## config.mk

```make
export PLATFORM = sky130hd
export DESIGN_NAME = recip_unit
export DESIGN_NICKNAME = d
export VERILOG_FILES = /design/src/rtl/recip_unit.sv
export SDC_FILE = /design/constraint.sdc
export NUM_CORES = 1
export LEC_CHECK = 0
export CAP_MARGIN = 25
export CORE_ASPECT_RATIO = 1.1
export CORE_UTILIZATION = 59
export DETAILED_ROUTE_END_ITERATION = 10
export PLACE_DENSITY = 0.8
export SLEW_MARGIN = 25
export SYNTH_ARGS = -nofsm -noshare
export SYNTH_HDL_FRONTEND = slang
export SYNTH_SLANG_ARGS = --single-unit
```

## constraint.sdc

```tcl
create_clock -name Clk -period 3.1 [get_ports Clk]
set_input_delay 0.31 -clock Clk [delete_from_list [all_inputs] [get_ports Clk]]
set_output_delay 0.31 -clock Clk [all_outputs]
set_load 0.005 [all_outputs]
```

## src/rtl/recip_unit.sv

```systemverilog
// recip_unit: computes Q = floor(32768 / D) for a 16-bit divisor read from data memory
// and writes the 16-bit result back. D = 0 saturates to 16'hFFFF.
// Optional macro RECIP_ROUND_EN: adds a 17th divide step for one fraction bit and
// rounds the result half-LSB upward.
module recip_unit #(
  parameter int unsigned DIVISOR_ADDR = 8,
  parameter int unsigned RESULT_ADDR  = 10
) (
  input  logic       Clk,
  input  logic       Reset,
  input  logic       Start,
  output logic       Ack,
  output logic       Busy,
  output logic [7:0] MemAddr,
  input  logic [7:0] MemRdData,
  output logic       MemWrEn,
  output logic [7:0] MemWrData
);

`ifdef RECIP_ROUND_EN
  localparam int unsigned Iters = 17;
`else
  localparam int unsigned Iters = 16;
`endif

  typedef enum logic [2:0] {
    StIdle, StLdHi, StLdLo, StCheck, StDiv, StStHi, StStLo, StDone
  } state_e;

  state_e             state_q;
  logic               start_q;  // Start sampled on the previous edge
  logic               armed_q;  // Start seen high since reset
  logic [15:0]        d_q;
  logic [16:0]        rem_q;
  logic [Iters-1:0]   quot_q;
  logic [15:0]        num_q;
  logic [4:0]         cnt_q;
  logic [15:0]        res_q;

  logic [16:0]        rem_shift;
  logic [16:0]        rem_next;
  logic               qbit;
  logic [Iters-1:0]   quot_next;
  logic [15:0]        res_final;
  logic               last_iter;
  logic               launch;

  // One restoring-division step plus final result formation
  always_comb begin
    rem_shift = 17'({rem_q, num_q[15]});
    qbit      = 1'b0;
    rem_next  = rem_shift;
    if (rem_shift >= {1'b0, d_q}) begin
      qbit     = 1'b1;
      rem_next = rem_shift - {1'b0, d_q};
    end
    quot_next = Iters'({quot_q, qbit});
`ifdef RECIP_ROUND_EN
    // quot_next[0] is the first fraction bit
    res_final = quot_next[16:1] + {15'd0, quot_next[0]};
`else
    res_final = quot_next;
`endif
    last_iter = (cnt_q == 5'(Iters - 1));
    launch    = armed_q && start_q && !Start;
  end

  // Control FSM with registered memory-side outputs
  always_ff @(posedge Clk or negedge Reset) begin
    if (!Reset) begin
      state_q   <= StIdle;
      start_q   <= 1'b1;
      armed_q   <= 1'b0;
      d_q       <= '0;
      rem_q     <= '0;
      quot_q    <= '0;
      num_q     <= '0;
      cnt_q     <= '0;
      res_q     <= '0;
      Ack       <= 1'b0;
      Busy      <= 1'b0;
      MemAddr   <= '0;
      MemWrEn   <= 1'b0;
      MemWrData <= '0;
    end else begin
      start_q <= Start;
      if (Start) armed_q <= 1'b1;
      unique case (state_q)
        StIdle: begin
          if (launch) begin
            state_q <= StLdHi;
            Busy    <= 1'b1;
            MemAddr <= 8'(DIVISOR_ADDR);
          end
        end
        StLdHi: begin
          d_q[15:8] <= MemRdData;
          MemAddr   <= 8'(DIVISOR_ADDR + 1);
          state_q   <= StLdLo;
        end
        StLdLo: begin
          d_q[7:0] <= MemRdData;
          MemAddr  <= '0;
          state_q  <= StCheck;
        end
        StCheck: begin
          if (d_q == 16'd0) begin
            res_q     <= 16'hFFFF;
            MemAddr   <= 8'(RESULT_ADDR);
            MemWrEn   <= 1'b1;
            MemWrData <= 8'hFF;
            state_q   <= StStHi;
          end else begin
            rem_q   <= '0;
            quot_q  <= '0;
            num_q   <= 16'h8000;
            cnt_q   <= '0;
            state_q <= StDiv;
          end
        end
        StDiv: begin
          rem_q  <= rem_next;
          quot_q <= quot_next;
          num_q  <= num_q << 1;
          cnt_q  <= cnt_q + 5'd1;
          if (last_iter) begin
            res_q     <= res_final;
            MemAddr   <= 8'(RESULT_ADDR);
            MemWrEn   <= 1'b1;
            MemWrData <= res_final[15:8];
            state_q   <= StStHi;
          end
        end
        StStHi: begin
          MemAddr   <= 8'(RESULT_ADDR + 1);
          MemWrData <= res_q[7:0];
          state_q   <= StStLo;
        end
        StStLo: begin
          MemAddr   <= '0;
          MemWrEn   <= 1'b0;
          MemWrData <= '0;
          Busy      <= 1'b0;
          Ack       <= 1'b1;
          state_q   <= StDone;
        end
        StDone: begin
          if (Start) begin
            Ack     <= 1'b0;
            state_q <= StIdle;
          end
        end
        default: state_q <= StIdle;
      endcase
    end
  end

endmodule

```

==> results.yml <==
setup_path:
  crit_fanout: 17
  path_buf_inv: 1
  cp-start-kind: "flip-flop"
  path_depth: 8
  reg2reg_depth: 8
  reg2reg_to: "rem_q[4]"
  path_cells: "inv_1, ha_1, nor2b_2, o2111ai_1, a2111o_1, a21o_2, a2111oi_0, a311o_1"
  crit_family: "compound AO/OA/AOI/OAI gates"
  startpoint: "d_q[1]"
  max_stage_delay_ns: 0.56
  crit_path_end: "rem_q[4]"
  crit_slowest_cell: "a2111oi_0"
  cp.arrival_ns: 3.05
  required_ns: 3.40
  endpoint_kind: "flip-flop"
  r2r_slack_ns: 0.35
  critPathKind: "flip-flop to flip-flop"
  rr_startpoint: "d_q[1]"
sta:
  whs_ns: -0.0175
  setup_tns_ns: 0
  rsz0062_at_grt: "no"
  finalCritPeriodShare_pct: 88.7
  max_freq_mhz: 364
  setup_viol: 0
  worst_pin_slew_ns: 0.883
  slew_viol_final: 0
  hold_violations: 22
  clock_skew_ns: 0.0172
  setup_ws_ns: 0.351
  slew_headroom_pct: 41.0
  timing.final.crit_period_ns: 2.75
grt:
  gr-total-overflow: 0
  grt_usage_pct: 27.5
  grt_first_pass_wirelength_mm: 17.1
  antenna_found_initial: 0
  grt_pass1_vias: 3503
  grt_max_degree: 81
synthesis:
  synth_warnings: 0
  async_flop_share_pct: 100
  synth_cell_types: 58
  syn_avg_cell_area_sq_um: 9.33
  ys_top_cells_by_area: "dfrtp_1, ha_1, nand2_1"
  synth_top_flop_cell: "dfrtp_1"
  synth_largest_area_cell: "dfrtp_1"
  synth.cell_area_sq_um: 4530
  synth_edf_count: 0
  ys_ff_latch: 80
  synth_common_cells: "dfrtp_1, nand2_1, o21ai_0"
  yosys.area.top_type_share_pct: 43.7
  yosysMostFrequentCell: "dfrtp_1"
  syn_inst: 485
  ys_seq_area_share_pct: 44.3
place:
  placed_cells: 572
  place_congestion: 0.935
  dp_hpwl_mm: 7.21
  dpl_cell_area_sq_um: 4770
  numPortBuffers: 24
  dp_slack_ns: 0.442
finish:
  antenna_cells: 0
  design_area_sq_um: 4940
  nets: 531
  drive_gt1_share_pct: 7.78
  layout.cells.non_filler: 588
  syn_to_final_growth_pct: 9.10
  fin_util_pct: 66.4
clocking:
  cts-root-buf: "clkbuf_8"
  cts.sinks: 80
  h-tree-depth: 3
  cts_hold_buffers: 0
  insertion_delay_ns: 0.37
  cts_tree: "built"
  path_clk_slew_ns: 0.09
  cts.repair.resized: 0
  cts_buffers: 9
  cts_setup_buffers: 0
  max-clock-path-buffers: 2
drt:
  num_vias: 3724
  antenna_left: 0
  drt-initial-drc-count: 331
  viasPerCell: 6.33
  routed_wl_mm: 10.3
  first_pass_iters: 5
  drcViolationCount: 0
  avgRoutedWirePerCell_microns: 17.5
die:
  initial_core_util_pct: 60.9
  die_w_microns: 85.5
  coreArea_sq_um: 7430
  die_y_microns: 93.9
  dieArea_sq_um: 8030
  io_pins: 30
  row_count: 33
outcome:
  status: "complete, but fails checks"
  violations: "negative hold slack"
hold_path:
  hold_path_class: "input port to asynchronous set/reset pin"
pwr:
  p_per_area_nw_per_um2: 898
  leakage_nw: 2.31
  ir_drop_mv: 0.711
run:
  maxCapViolCount: 0
[layout by cell type (no fill, tap or decap), drive strengths merged, types with 8 or more instances in the layout]
master	instances
and3	17
nor2	24
o31ai	9
clkbuf	11
o21ai	30
nand2	63
nand3	27
a21oi	24
buf	9
a221oi	8
inv	23
dfrtp	79
clkdlybuf4s50	23
ha	23
a311o	8
[metrics by stage]
stage | hold slack, ns | power (mW)
after global routing | 0.0383 | 4.73
final | -0.0175 | 4.43
after CTS | 0.153 | 4.41
after global placement | 0.454 | 3.67
after detailed placement | 0.462 | 3.72
after floorplan | 0.0144 | 3.04
[worst min path at each step]
stage / start / to
2_1_floorplan: Reset / Ack
4_1_cts: Reset / d_q[5]
5_1_grt: Reset / rem_q[13]
6_report: Reset / rem_q[6]
3_3_place_gp: armed_q / armed_q
3_5_place_dp: armed_q / armed_q
[layer usage]
metal  wire, microns  GRT usage (%)  up-vias
met5               0              0        -
met4             314           11.9        0
met3             477           5.62       19
met2            4820           42.5      103
met1            4700           37.8     1823
li1                -              -     1779
[cell type report]
class / instances / area (sq um)
fill: 603 / 2490
tap: 87 / 109
clock inverter: 5 / 35.0
clock buffer: 11 / 131
inverter: 23 / 86.3
sequential: 80 / 2000
multi-input combinational: 350 / 2270
timing repair buffer: 32 / 302
[registers in the layout (all words and copies together), names as in the netlist, 3 cells and up]
name,count
d_q,16
MemAddr,3
rem_q,16
quot_q,15
cnt_q,5
state_q,3
MemWrData,8
res_q,8
[power breakdown]
part,switching [mW],total [mW],internal [mW]
Sequential,0.199,1.50,1.30
Combinational,1.39,2.25,0.864
Clock,0.390,0.681,0.291
Total,1.98,4.43,2.46
[kinds of logic after synthesis]
kind of cell,after synthesis,share of synthesized area (%)
muxes,3,0.746
DFF,80,44.3
AOI/OAI and AO/OA,134,21.5
xor gates and xnor gates,12,2.32
other,1,0.0829
and+or+nand+nor,172,18.4
adders and majority gates,24,6.80
buffers and inverters,59,5.89
Power figures use the tool's default switching activity.
